### src/rtl/hazard_ctrl_if.sv
// hazard_ctrl_if: pipeline-side bundle for the hazard / multdiv controller.
//   Inputs to the controller:  FD/DX instruction words, taken-branch flag,
//                              multdiv unit result handshake.
//   Outputs of the controller: multdiv start pulses, stall/bubble/flush
//                              controls, latched multdiv result and status.
// slave  = the controller itself, master = the pipeline / multdiv side.
interface hazard_ctrl_if;
  logic [31:0] fd_out_ir;
  logic [31:0] dx_out_ir;
  logic        branch_taken;
  logic        data_resultRDY;
  logic [31:0] data_result;
  logic        data_exception;

  logic        ctrl_mult;
  logic        ctrl_div;
  logic        stall_fd;
  logic        stall_dx;
  logic        bubble_dx;
  logic        flush_fd;
  logic        md_busy;
  logic [31:0] md_result;
  logic        md_result_valid;
  logic        md_exception;
  logic        md_timeout;

  modport master (
    output fd_out_ir, dx_out_ir, branch_taken,
           data_resultRDY, data_result, data_exception,
    input  ctrl_mult, ctrl_div, stall_fd, stall_dx, bubble_dx, flush_fd,
           md_busy, md_result, md_result_valid, md_exception, md_timeout
  );

  modport slave (
    input  fd_out_ir, dx_out_ir, branch_taken,
           data_resultRDY, data_result, data_exception,
    output ctrl_mult, ctrl_div, stall_fd, stall_dx, bubble_dx, flush_fd,
           md_busy, md_result, md_result_valid, md_exception, md_timeout
  );
endinterface

### src/rtl/hazard_ctrl.sv
// hazard_ctrl: resolves the hazards forwarding cannot cover in the 5-stage
// core -- load-use stalls, taken-branch flushes and multi-cycle mul/div
// sequencing (freezes FD/DX until the multdiv unit answers or times out).
// Ports: clock, reset_n (async, active-low), bus (hazard_ctrl_if.slave).
//
// state   | meaning
// --------+------------------------------------------------------------
// S_IDLE  | no mul/div in flight; load-use / flush rules active
// S_START | one-cycle ctrl_mult/ctrl_div pulse, FD/DX held, counter cleared
// S_BUSY  | waiting for data_resultRDY or timeout, FD/DX held
// S_DONE  | md_result_valid, stalls released, hazard rules active again
module hazard_ctrl #(
  parameter int MD_TIMEOUT = 40
) (
  input  logic         clock,
  input  logic         reset_n,
  hazard_ctrl_if.slave bus
);
  localparam int CW = $clog2(MD_TIMEOUT) + 1;

  localparam logic [4:0] OP_RTYPE = 5'b00000;
  localparam logic [4:0] OP_J     = 5'b00001;
  localparam logic [4:0] OP_BNE   = 5'b00010;
  localparam logic [4:0] OP_JAL   = 5'b00011;
  localparam logic [4:0] OP_JR    = 5'b00100;
  localparam logic [4:0] OP_BLT   = 5'b00110;
  localparam logic [4:0] OP_SW    = 5'b00111;
  localparam logic [4:0] OP_LW    = 5'b01000;
  localparam logic [4:0] OP_SETX  = 5'b10101;
  localparam logic [4:0] OP_BEX   = 5'b10110;
  localparam logic [4:0] ALU_MUL  = 5'b00110;
  localparam logic [4:0] ALU_DIV  = 5'b00111;

  typedef enum logic [1:0] {S_IDLE, S_START, S_BUSY, S_DONE} state_t;

  state_t          state_q, state_d;
  logic [CW-1:0]   cnt_q, cnt_d;
  logic [31:0]     res_q, res_d;
  logic            exc_q, exc_d;
  logic            tmo_q, tmo_d;

  logic [4:0] fd_op, fd_rd, fd_rs, fd_rt;
  logic [4:0] dx_op, dx_rd, dx_alu;
  assign fd_op  = bus.fd_out_ir[31:27];
  assign fd_rd  = bus.fd_out_ir[26:22];
  assign fd_rs  = bus.fd_out_ir[21:17];
  assign fd_rt  = bus.fd_out_ir[16:12];
  assign dx_op  = bus.dx_out_ir[31:27];
  assign dx_rd  = bus.dx_out_ir[26:22];
  assign dx_alu = bus.dx_out_ir[6:2];

  logic unused_ir_bits;
  assign unused_ir_bits = ^{bus.fd_out_ir[11:0], bus.dx_out_ir[21:7], bus.dx_out_ir[1:0]};

  logic dx_is_mul, dx_is_div, dx_is_md;
  assign dx_is_mul = (dx_op == OP_RTYPE) && (dx_alu == ALU_MUL);
  assign dx_is_div = (dx_op == OP_RTYPE) && (dx_alu == ALU_DIV);
  assign dx_is_md  = dx_is_mul || dx_is_div;

  // Which register fields the FD instruction actually reads.
  logic rs_used, rt_used, rd_used, r30_used;
  always_comb begin
    rs_used  = 1'b0;
    rt_used  = 1'b0;
    rd_used  = 1'b0;
    r30_used = 1'b0;
    case (fd_op)
      OP_RTYPE:                 begin rs_used = 1'b1; rt_used = 1'b1; end
      OP_SW, OP_BNE, OP_BLT:    begin rs_used = 1'b1; rd_used = 1'b1; end
      OP_JR:                    rd_used  = 1'b1;
      OP_BEX:                   r30_used = 1'b1;
      OP_J, OP_JAL, OP_SETX:    ;  // J-type: no register operands
      default:                  rs_used  = 1'b1;
    endcase
  end

  // A store whose only dependence is its data register (rd) is served by
  // the MW->XM memory forward, so it does not stall.
  logic load_use;
  always_comb begin
    load_use = 1'b0;
    if ((dx_op == OP_LW) && (dx_rd != 5'd0)) begin
      load_use = (rs_used  && (fd_rs == dx_rd))
              || (rt_used  && (fd_rt == dx_rd))
              || (r30_used && (dx_rd == 5'd30))
              || (rd_used  && (fd_rd == dx_rd) && (fd_op != OP_SW));
    end
  end

  logic ctrl_mult_c, ctrl_div_c, stall_fd_c, stall_dx_c, bubble_dx_c, flush_fd_c;
  logic md_busy_c, valid_c, hazard_en;

  always_comb begin
    state_d     = state_q;
    cnt_d       = cnt_q;
    res_d       = res_q;
    exc_d       = exc_q;
    tmo_d       = tmo_q;
    ctrl_mult_c = 1'b0;
    ctrl_div_c  = 1'b0;
    stall_fd_c  = 1'b0;
    stall_dx_c  = 1'b0;
    bubble_dx_c = 1'b0;
    flush_fd_c  = 1'b0;
    md_busy_c   = 1'b0;
    valid_c     = 1'b0;
    hazard_en   = 1'b0;
    case (state_q)
      S_IDLE: begin
        hazard_en = 1'b1;
        if (dx_is_md && !bus.branch_taken) state_d = S_START;
      end
      S_START: begin
        ctrl_mult_c = dx_is_mul;
        ctrl_div_c  = dx_is_div;
        stall_fd_c  = 1'b1;
        stall_dx_c  = 1'b1;
        md_busy_c   = 1'b1;
        cnt_d       = '0;
        state_d     = S_BUSY;
      end
      S_BUSY: begin
        stall_fd_c = 1'b1;
        stall_dx_c = 1'b1;
        md_busy_c  = 1'b1;
        cnt_d      = cnt_q + CW'(1);
        if (bus.data_resultRDY) begin
          res_d   = bus.data_result;
          exc_d   = bus.data_exception;
          state_d = S_DONE;
        end else if (cnt_q == CW'(MD_TIMEOUT - 1)) begin
          res_d   = '0;
          exc_d   = 1'b1;
          tmo_d   = 1'b1;
          state_d = S_DONE;
        end
      end
      S_DONE: begin
        valid_c   = 1'b1;
        hazard_en = 1'b1;
        state_d   = S_IDLE;
      end
      default: state_d = S_IDLE;
    endcase
    // Flush wins over load-use: the FD instruction is squashed anyway.
    if (hazard_en) begin
      if (bus.branch_taken) begin
        flush_fd_c  = 1'b1;
        bubble_dx_c = 1'b1;
      end else if (load_use) begin
        stall_fd_c  = 1'b1;
        bubble_dx_c = 1'b1;
      end
    end
  end

  always_ff @(posedge clock or negedge reset_n) begin
    if (!reset_n) begin
      state_q <= S_IDLE;
      cnt_q   <= '0;
      res_q   <= '0;
      exc_q   <= 1'b0;
      tmo_q   <= 1'b0;
    end else begin
      state_q <= state_d;
      cnt_q   <= cnt_d;
      res_q   <= res_d;
      exc_q   <= exc_d;
      tmo_q   <= tmo_d;
    end
  end

  // Combinational outputs are forced low while reset is held so nothing
  // reaches the pipe even if the IR inputs look like a hazard.
  assign bus.ctrl_mult       = ctrl_mult_c & reset_n;
  assign bus.ctrl_div        = ctrl_div_c  & reset_n;
  assign bus.stall_fd        = stall_fd_c  & reset_n;
  assign bus.stall_dx        = stall_dx_c  & reset_n;
  assign bus.bubble_dx       = bubble_dx_c & reset_n;
  assign bus.flush_fd        = flush_fd_c  & reset_n;
  assign bus.md_busy         = md_busy_c   & reset_n;
  assign bus.md_result_valid = valid_c     & reset_n;
  assign bus.md_exception    = exc_q & valid_c & reset_n;
  assign bus.md_result       = res_q;
  assign bus.md_timeout      = tmo_q;
endmodule

### src/flat_wrapper.sv
// flat-port wrapper written by rule: the top's interface ports become plain ports
module hazard_ctrl_flat 
#(
  parameter int MD_TIMEOUT = 40
)
  (clock, reset_n, bus_fd_out_ir, bus_dx_out_ir, bus_branch_taken, bus_data_resultRDY, bus_data_result, bus_data_exception, bus_ctrl_mult, bus_ctrl_div, bus_stall_fd, bus_stall_dx, bus_bubble_dx, bus_flush_fd, bus_md_busy, bus_md_result, bus_md_result_valid, bus_md_exception, bus_md_timeout);
  hazard_ctrl_if bus_i ();
  input  logic clock;
  input  logic reset_n;
  input wire logic [$bits(bus_i.fd_out_ir)-1:0] bus_fd_out_ir;
  input wire logic [$bits(bus_i.dx_out_ir)-1:0] bus_dx_out_ir;
  input wire logic [$bits(bus_i.branch_taken)-1:0] bus_branch_taken;
  input wire logic [$bits(bus_i.data_resultRDY)-1:0] bus_data_resultRDY;
  input wire logic [$bits(bus_i.data_result)-1:0] bus_data_result;
  input wire logic [$bits(bus_i.data_exception)-1:0] bus_data_exception;
  output wire logic [$bits(bus_i.ctrl_mult)-1:0] bus_ctrl_mult;
  output wire logic [$bits(bus_i.ctrl_div)-1:0] bus_ctrl_div;
  output wire logic [$bits(bus_i.stall_fd)-1:0] bus_stall_fd;
  output wire logic [$bits(bus_i.stall_dx)-1:0] bus_stall_dx;
  output wire logic [$bits(bus_i.bubble_dx)-1:0] bus_bubble_dx;
  output wire logic [$bits(bus_i.flush_fd)-1:0] bus_flush_fd;
  output wire logic [$bits(bus_i.md_busy)-1:0] bus_md_busy;
  output wire logic [$bits(bus_i.md_result)-1:0] bus_md_result;
  output wire logic [$bits(bus_i.md_result_valid)-1:0] bus_md_result_valid;
  output wire logic [$bits(bus_i.md_exception)-1:0] bus_md_exception;
  output wire logic [$bits(bus_i.md_timeout)-1:0] bus_md_timeout;
  assign bus_i.fd_out_ir = bus_fd_out_ir;
  assign bus_i.dx_out_ir = bus_dx_out_ir;
  assign bus_i.branch_taken = bus_branch_taken;
  assign bus_i.data_resultRDY = bus_data_resultRDY;
  assign bus_i.data_result = bus_data_result;
  assign bus_i.data_exception = bus_data_exception;
  assign bus_ctrl_mult = bus_i.ctrl_mult;
  assign bus_ctrl_div = bus_i.ctrl_div;
  assign bus_stall_fd = bus_i.stall_fd;
  assign bus_stall_dx = bus_i.stall_dx;
  assign bus_bubble_dx = bus_i.bubble_dx;
  assign bus_flush_fd = bus_i.flush_fd;
  assign bus_md_busy = bus_i.md_busy;
  assign bus_md_result = bus_i.md_result;
  assign bus_md_result_valid = bus_i.md_result_valid;
  assign bus_md_exception = bus_i.md_exception;
  assign bus_md_timeout = bus_i.md_timeout;
  hazard_ctrl #(.MD_TIMEOUT(MD_TIMEOUT)) u_core (.clock(clock), .reset_n(reset_n), .bus(bus_i));
endmodule
### config.mk
export PLATFORM = sky130hd
export DESIGN_NAME = hazard_ctrl_flat
export DESIGN_NICKNAME = d
export VERILOG_FILES = /design/src/rtl/hazard_ctrl_if.sv /design/src/rtl/hazard_ctrl.sv /design/src/flat_wrapper.sv
export SDC_FILE = /design/constraint.sdc
export NUM_CORES = 1
export LEC_CHECK = 0
export CORE_MARGIN = 2
export CORE_UTILIZATION = 37
export CTS_BUF_LIST = sky130_fd_sc_hd__clkbuf_8
export CTS_CLUSTER_SIZE = 14
export DETAILED_ROUTE_END_ITERATION = 16
export PLACE_DENSITY = 0.87
export SYNTH_ARGS = -nofsm -noshare
export SYNTH_HDL_FRONTEND = slang
export SYNTH_SLANG_ARGS = --single-unit
### constraint.sdc
create_clock -name clock -period 2.4 [get_ports clock]
set_input_delay 0.48 -clock clock [delete_from_list [all_inputs] [get_ports clock]]
set_output_delay 0.48 -clock clock [all_outputs]
set_load 0.03 [all_outputs]
**Yosys cells after proc, flatten, opt, wreduce, memory -nomap -nowiden**

Index checks and enable logic that the tools add are counted.

- Logic and storage cells: 92
- Output and inout port bits: 42
- Bits of input ports: 101
- Flip-flop bits (word level): 43

- Reductions and logical operators: 27
- Muxes and demuxes: 27
- Bitwise operators: 10
- Equal/unequal tests: 22
- Add/sub/neg operators: 1

Operators with widths:

| cell | number |
|---|---|
| $mux W32 | 2 |
| $eq A5 B3 Y1 const B | 5 |
| $mux W1 | 20 |
| $eq A5 B5 Y1 | 3 |
| $eq A5 B5 Y1 const B | 3 |
| $pmux W7 S2 | 1 |
| $eq A5 B2 Y1 const B | 2 |
| $logic_not A5 Y1 | 2 |
| $and A1 B1 Y1 | 9 |
| $logic_and A1 B1 Y1 | 9 |
| $pmux W2 S4 | 1 |
| $add A7 B1 Y7 const B | 1 |
| $eq A7 B6 Y1 const B | 1 |
| $mux W2 | 3 |
| $eq A5 B1 Y1 const B | 1 |
| $eq A5 B4 Y1 const B | 1 |
| $ne A5 B3 Y1 const B | 1 |
| $reduce_bool A5 Y1 | 1 |
| $reduce_or A5 Y1 | 1 |
| $eq A2 B2 Y1 const B | 2 |
| $logic_or A1 B1 Y1 | 4 |
| $reduce_and A2 Y1 | 2 |
| $reduce_bool A2 Y1 | 2 |
| $reduce_or A2 Y1 | 2 |
| other kinds (8) | 8 |

**Depth between registers and ports, before layout**

- Word-level depth: 12
- Mapped depth: 7
- Depth with buffers taken out: 6

**Least setup slack after synthesis**

OpenSTA, ideal clock, no wires.

- Path type: flip-flop to output port
- From: register u_core.state_q[1]
- To: output bus_stall_fd
- Arrival: 1726 ps
- Slack: 194 ps
- Path buffers: 0
- Cell stages (with the launch flop): 5
- Data required time: 1920 ps
- Cell sequence: dfrtp_1 > inv_1 > ha_1 > and2_1 > a2bb2oi_1

- Word-level cells in the longest chain between the ends: 7
- Elaborated cells on any way between the ends: 12
- Classes of those cells: eq/ne: 3; mux: 5; bitwise: 1; reduce/logical: 3

Ends and longest elaborated chain:

| item | RTL line | text |
|---|---|---|
| start, declared | hazard_ctrl.sv:36 | `state_t state_q, state_d;` |
| start signal, assigned | hazard_ctrl.sv:165 | `state_q <= state_d;` |
| $eq A2 B1 Y1 or $eq A2 B2 Y1 (tied branches) | hazard_ctrl.sv:108 | `case (state_q)` |
| $reduce_or A2 Y1 (no source line) | -- |  |
| $mux W1 | hazard_ctrl.sv:108 |  |
| $mux W1 | hazard_ctrl.sv:150 | `end else if (load_use) begin` |
| $mux W1 | hazard_ctrl.sv:147 | `if (bus.branch_taken) begin` |
| $mux W1 (*) | hazard_ctrl.sv:146 | `if (hazard_en) begin` |
| $and A1 B1 Y1 (*) | hazard_ctrl.sv:177 | `assign bus.stall_fd = stall_fd_c & reset_n;` |
| end, declared | flat_wrapper.sv:18 | `output wire logic [$bits(bus_i.stall_fd)-1:0] bus_stall_fd;` |

Every way passes the cells marked *; elsewhere a longest branch is shown, timed or not.

**Final worst setup path**

- From: input bus_dx_out_ir[5]
- To: output bus_ctrl_div

- Word-level cells in the longest chain between the ends: 4

Ends and longest elaborated chain:

| item | RTL line | text |
|---|---|---|
| start, declared | flat_wrapper.sv:11 | `input wire logic [$bits(bus_i.dx_out_ir)-1:0] bus_dx_out_ir;` |
| $eq A5 B3 Y1 | hazard_ctrl.sv:57 | `assign dx_is_div = (dx_op == OP_RTYPE) && (dx_alu == ALU_DIV);` |
| $logic_and A1 B1 Y1 | hazard_ctrl.sv:57 |  |
| $mux W1 | hazard_ctrl.sv:108 |  |
| $and A1 B1 Y1 | hazard_ctrl.sv:176 | `assign bus.ctrl_div = ctrl_div_c & reset_n;` |
| end, declared | flat_wrapper.sv:17 | `output wire logic [$bits(bus_i.ctrl_div)-1:0] bus_ctrl_div;` |

No other way between the ends.

==> run summary <==
number of synthesized flops with an enable pin - 0
Slew HR - 66.8%
vias in the first global route - 2162
Final setup viols - 0
post-synth net total - 298
synth top area cells - dfrtp_1 51%, a22o_1 14%, xor2_1 5.0%, ha_1 3.5%, nor2_1 2.1%
Leakage - 1.67 nW
CP Launch Type - input port
critical path data arrival time - 1.85 ns
layout cells sized above 1 - 19.1%
ys flop type - dfrtp_1
status - complete, no violations
post-route ant nets - 0
multiplexer share of the synthesized area - 0.708%
CTS tree - built
first-pass GRT wire length - 10000 µm
synthesis-stage register bit count - 43
ANT cells - 0
hold-fix buffers at CTS - 0
DRC errors left - 0
Area Overhead vs Synth - 70.5%
simple-gate area share of the yosys netlist - 14.5%
internal power - 2.27 mW
IO buf count - 113
Sw Share - 41.8%
register area share after synthesis - 50.7%
P_sw - 1.63 mW
Final Hold Viols - 0
dpl hpwl - 4760 µm
Worst EP required - 1.92 ns
peak supply drop - 0.000783 V
Fmax - 429 MHz
drt first pass iters - 4
Iter 0 DRT Violations - 82
Routed WL per cell - 15.9 µm
global-route usage over all layers - 20.8%
Crit Path Class - in2out
max incr delay on CP - 0.55 ns
Post-Syn Area per Cell - 11.1 µm²
synth unique cells - 35
Cell Count, Final, Fillers Out - 397
Clock Tree Buf Depth - 2
setup_tns - 0 ns
GPL Wtd Cong - 0.863
Cell Pwr Density - 1080 nW/µm²
Final Power - 3.90 mW
vias per cell - 5.08
crit path capture type - output pin
die width - 79.7 µm
io pins - 143
post-synthesis adder-cell area fraction - 3.54%
Nets - 431
max_cap viols - 0
cell mode on critical path - nor2_2
Die H - 79.7 µm
clk sink count - 43
Filler cells - 463
worst path cell trace - dlygate4sd2_1, or4bb_4, nor2_2, nand4_1, nor2_2, buf_6
critical path fanouts, max - 2
Core Rows - 27
Clock Latency Late Sink - 0.30 ns
Setup Skew - 0.00721 ns
placed cell count - 388
Comb pwr share - 57.8%
DIE AREA - 6350 µm²
largest family of logic cells by synthesized area - compound AO/OA/AOI/OAI gates
Vias - 2017
sequential power share - 30.8%
Initial Utilization - 38.5%
ys async rst share - 100%
Reg area - 1080 µm²
initial antenna violation count - 0
Ys Warns - 0
top cell type's share of synthesized area - 50.7%
WL final - 6300 µm
Syn Inst Count - 191
Slew @ Worst Pin - 0.494 ns
Clk pwr share - 11.4%
CORE AREA - 5510 µm²
total CTS buffers - 5
clk slew on worst S/H paths - 0.08 ns
min Tclk post-route - 2.33 ns
grt ovf - 0
Final period util - 97.1%
Root Driver - clkbuf_8
post-synthesis xor/xnor area fraction - 7.02%
RSZ-0062 raised after global routing - true
Multi-input gate area - 1050 µm²
Slew Viols, Final - 0
H-tree levels - 2
pin count of the biggest net entering global routing - 33
leading area contributor after synthesis - dfrtp_1
final worst slack - 0.0700 ns
Setup WS pre-CTS - -0.686 ns
Hold Slack - 0.158 ns
worst hold path type - in2async
area of the mapped netlist - 2120 µm²
Synth Area in Compound Gates - 20.3%
critical path's slowest cell - or4bb_4
worst max-delay path: cells and delay by family:
kind / cells / cell delay [ns]
AND/OR/NAND/NOR: 4 / 1.00
buffers and inverters: 2 / 0.37
layer usage:
layer / up-vias / global-route usage (%) / routed length (µm)
met4: 0 / 6.90 / 143
met3: 10 / 8.03 / 763
met2: 107 / 35.6 / 2890
li1: 970 / - / -
met5: - / 0 / 0
met1: 930 / 23.6 / 2500
area by class of cell:
class / instances / area share (%)
timing repair buffer: 135 / 35.5
sequential: 43 / 29.8
multi-input combinational: 131 / 29.1
tap: 72 / 2.49
clock buffer: 5 / 1.90
inverter: 8 / 0.830
clock inverter: 3 / 0.450
state kept, by name (all words and copies together), names as in the netlist:
signal,cells
u_core.bus.md_timeout,1
u_core.bus.md_result,32
u_core.state_q,2
u_core.cnt_q,7
u_core.exc_q,1
power by group through the flow:
stage | registers, mW | clock network, mW | logic (mW)
final | 1.20 | 0.443 | 2.26
after global routing | 1.24 | 0.482 | 2.41
after CTS | 1.20 | 0.458 | 2.27
after detailed placement | 1.20 | 0 | 2.27
after global placement | 1.21 | 0 | 2.22
after floorplan | 1.70 | 0 | 0.803
per-stage QoR:
stage	cell area, µm²	util (%)
3_3_place_gp	3440	62.5
2_1_floorplan	2120	-
3_5_place_dp	3440	62.5
6_report	3620	65.7
4_1_cts	3580	65.0
5_1_grt	3620	65.7
synth_stat cells (2+ instances only):
cell and count:
dfrtp_1 43, a22o_1 33, nor2_1 12, xor2_1 12, clkbuf_1 8, inv_1 8, o21ai_0 8, ha_1 6
nand2_1 6, nor3_1 6, nand3_1 5, nor4_1 5, xnor2_1 5, nand4_1 4, a21oi_1 3, and2_1 3
and3_1 3, nand4b_1 3, nor2b_1 2
worst paths after layout:
check / startpoint / to / depth (start not counted) / slack [ns]
worst max-delay path: bus_dx_out_ir[5] / bus_ctrl_div / 6 / 0.07
worst min-delay path: reset_n / u_core.cnt_q[0] / 2 / 0.16
worst max register to register: u_core.state_q[0] / u_core.state_q[1] / 6 / 0.50
worst min register to register: u_core.bus.md_timeout / u_core.bus.md_timeout / 1 / 0.48
max in group asynchronous: reset_n / u_core.bus.md_result[11] / 3 / 1.63
min in group clock: u_core.bus.md_timeout / u_core.bus.md_timeout / 1 / 0.48
logic make-up (layout without fill, tap and decap cells):
group | after synthesis | count (layout)
AOI/OAI and AO/OA | 52 | 52
and+or+nand+nor | 55 | 55
adders and majority gates | 6 | 6
DFF | 43 | 43
buffers and inverters | 17 | 151
muxes | 1 | 1
xor gates and xnor gates | 17 | 17
cell usage in the layout, fill, tap and decap left out, drive strengths merged, types with 2 or more instances in the layout:
cell	n
dlygate4sd2	9
clkdlybuf4s15	6
nor2b	2
nand4b	3
or4	2
clkdlybuf4s50	75
nand3	5
nand2	6
nor2	12
nand4	4
dfrtp	43
buf	32
nor3	6
clkbuf	8
a21oi	3
a22o	33
o21ai	9
xnor2	5
inv	9
and3	3
xor2	12
ha	6
dlymetal6s2s	10
nor4	5
and2	3
timing repair:
action / CTS / global route
pin swaps: 14 / 13
gates resized for setup: 42 / 24
gates cloned: 0 / 0
endpoints found under the setup margin: 4 / 3
buffers inserted: 1 / 0
endpoints found under the hold margin: 0 / 0
(Power assumes the default switching activity.)
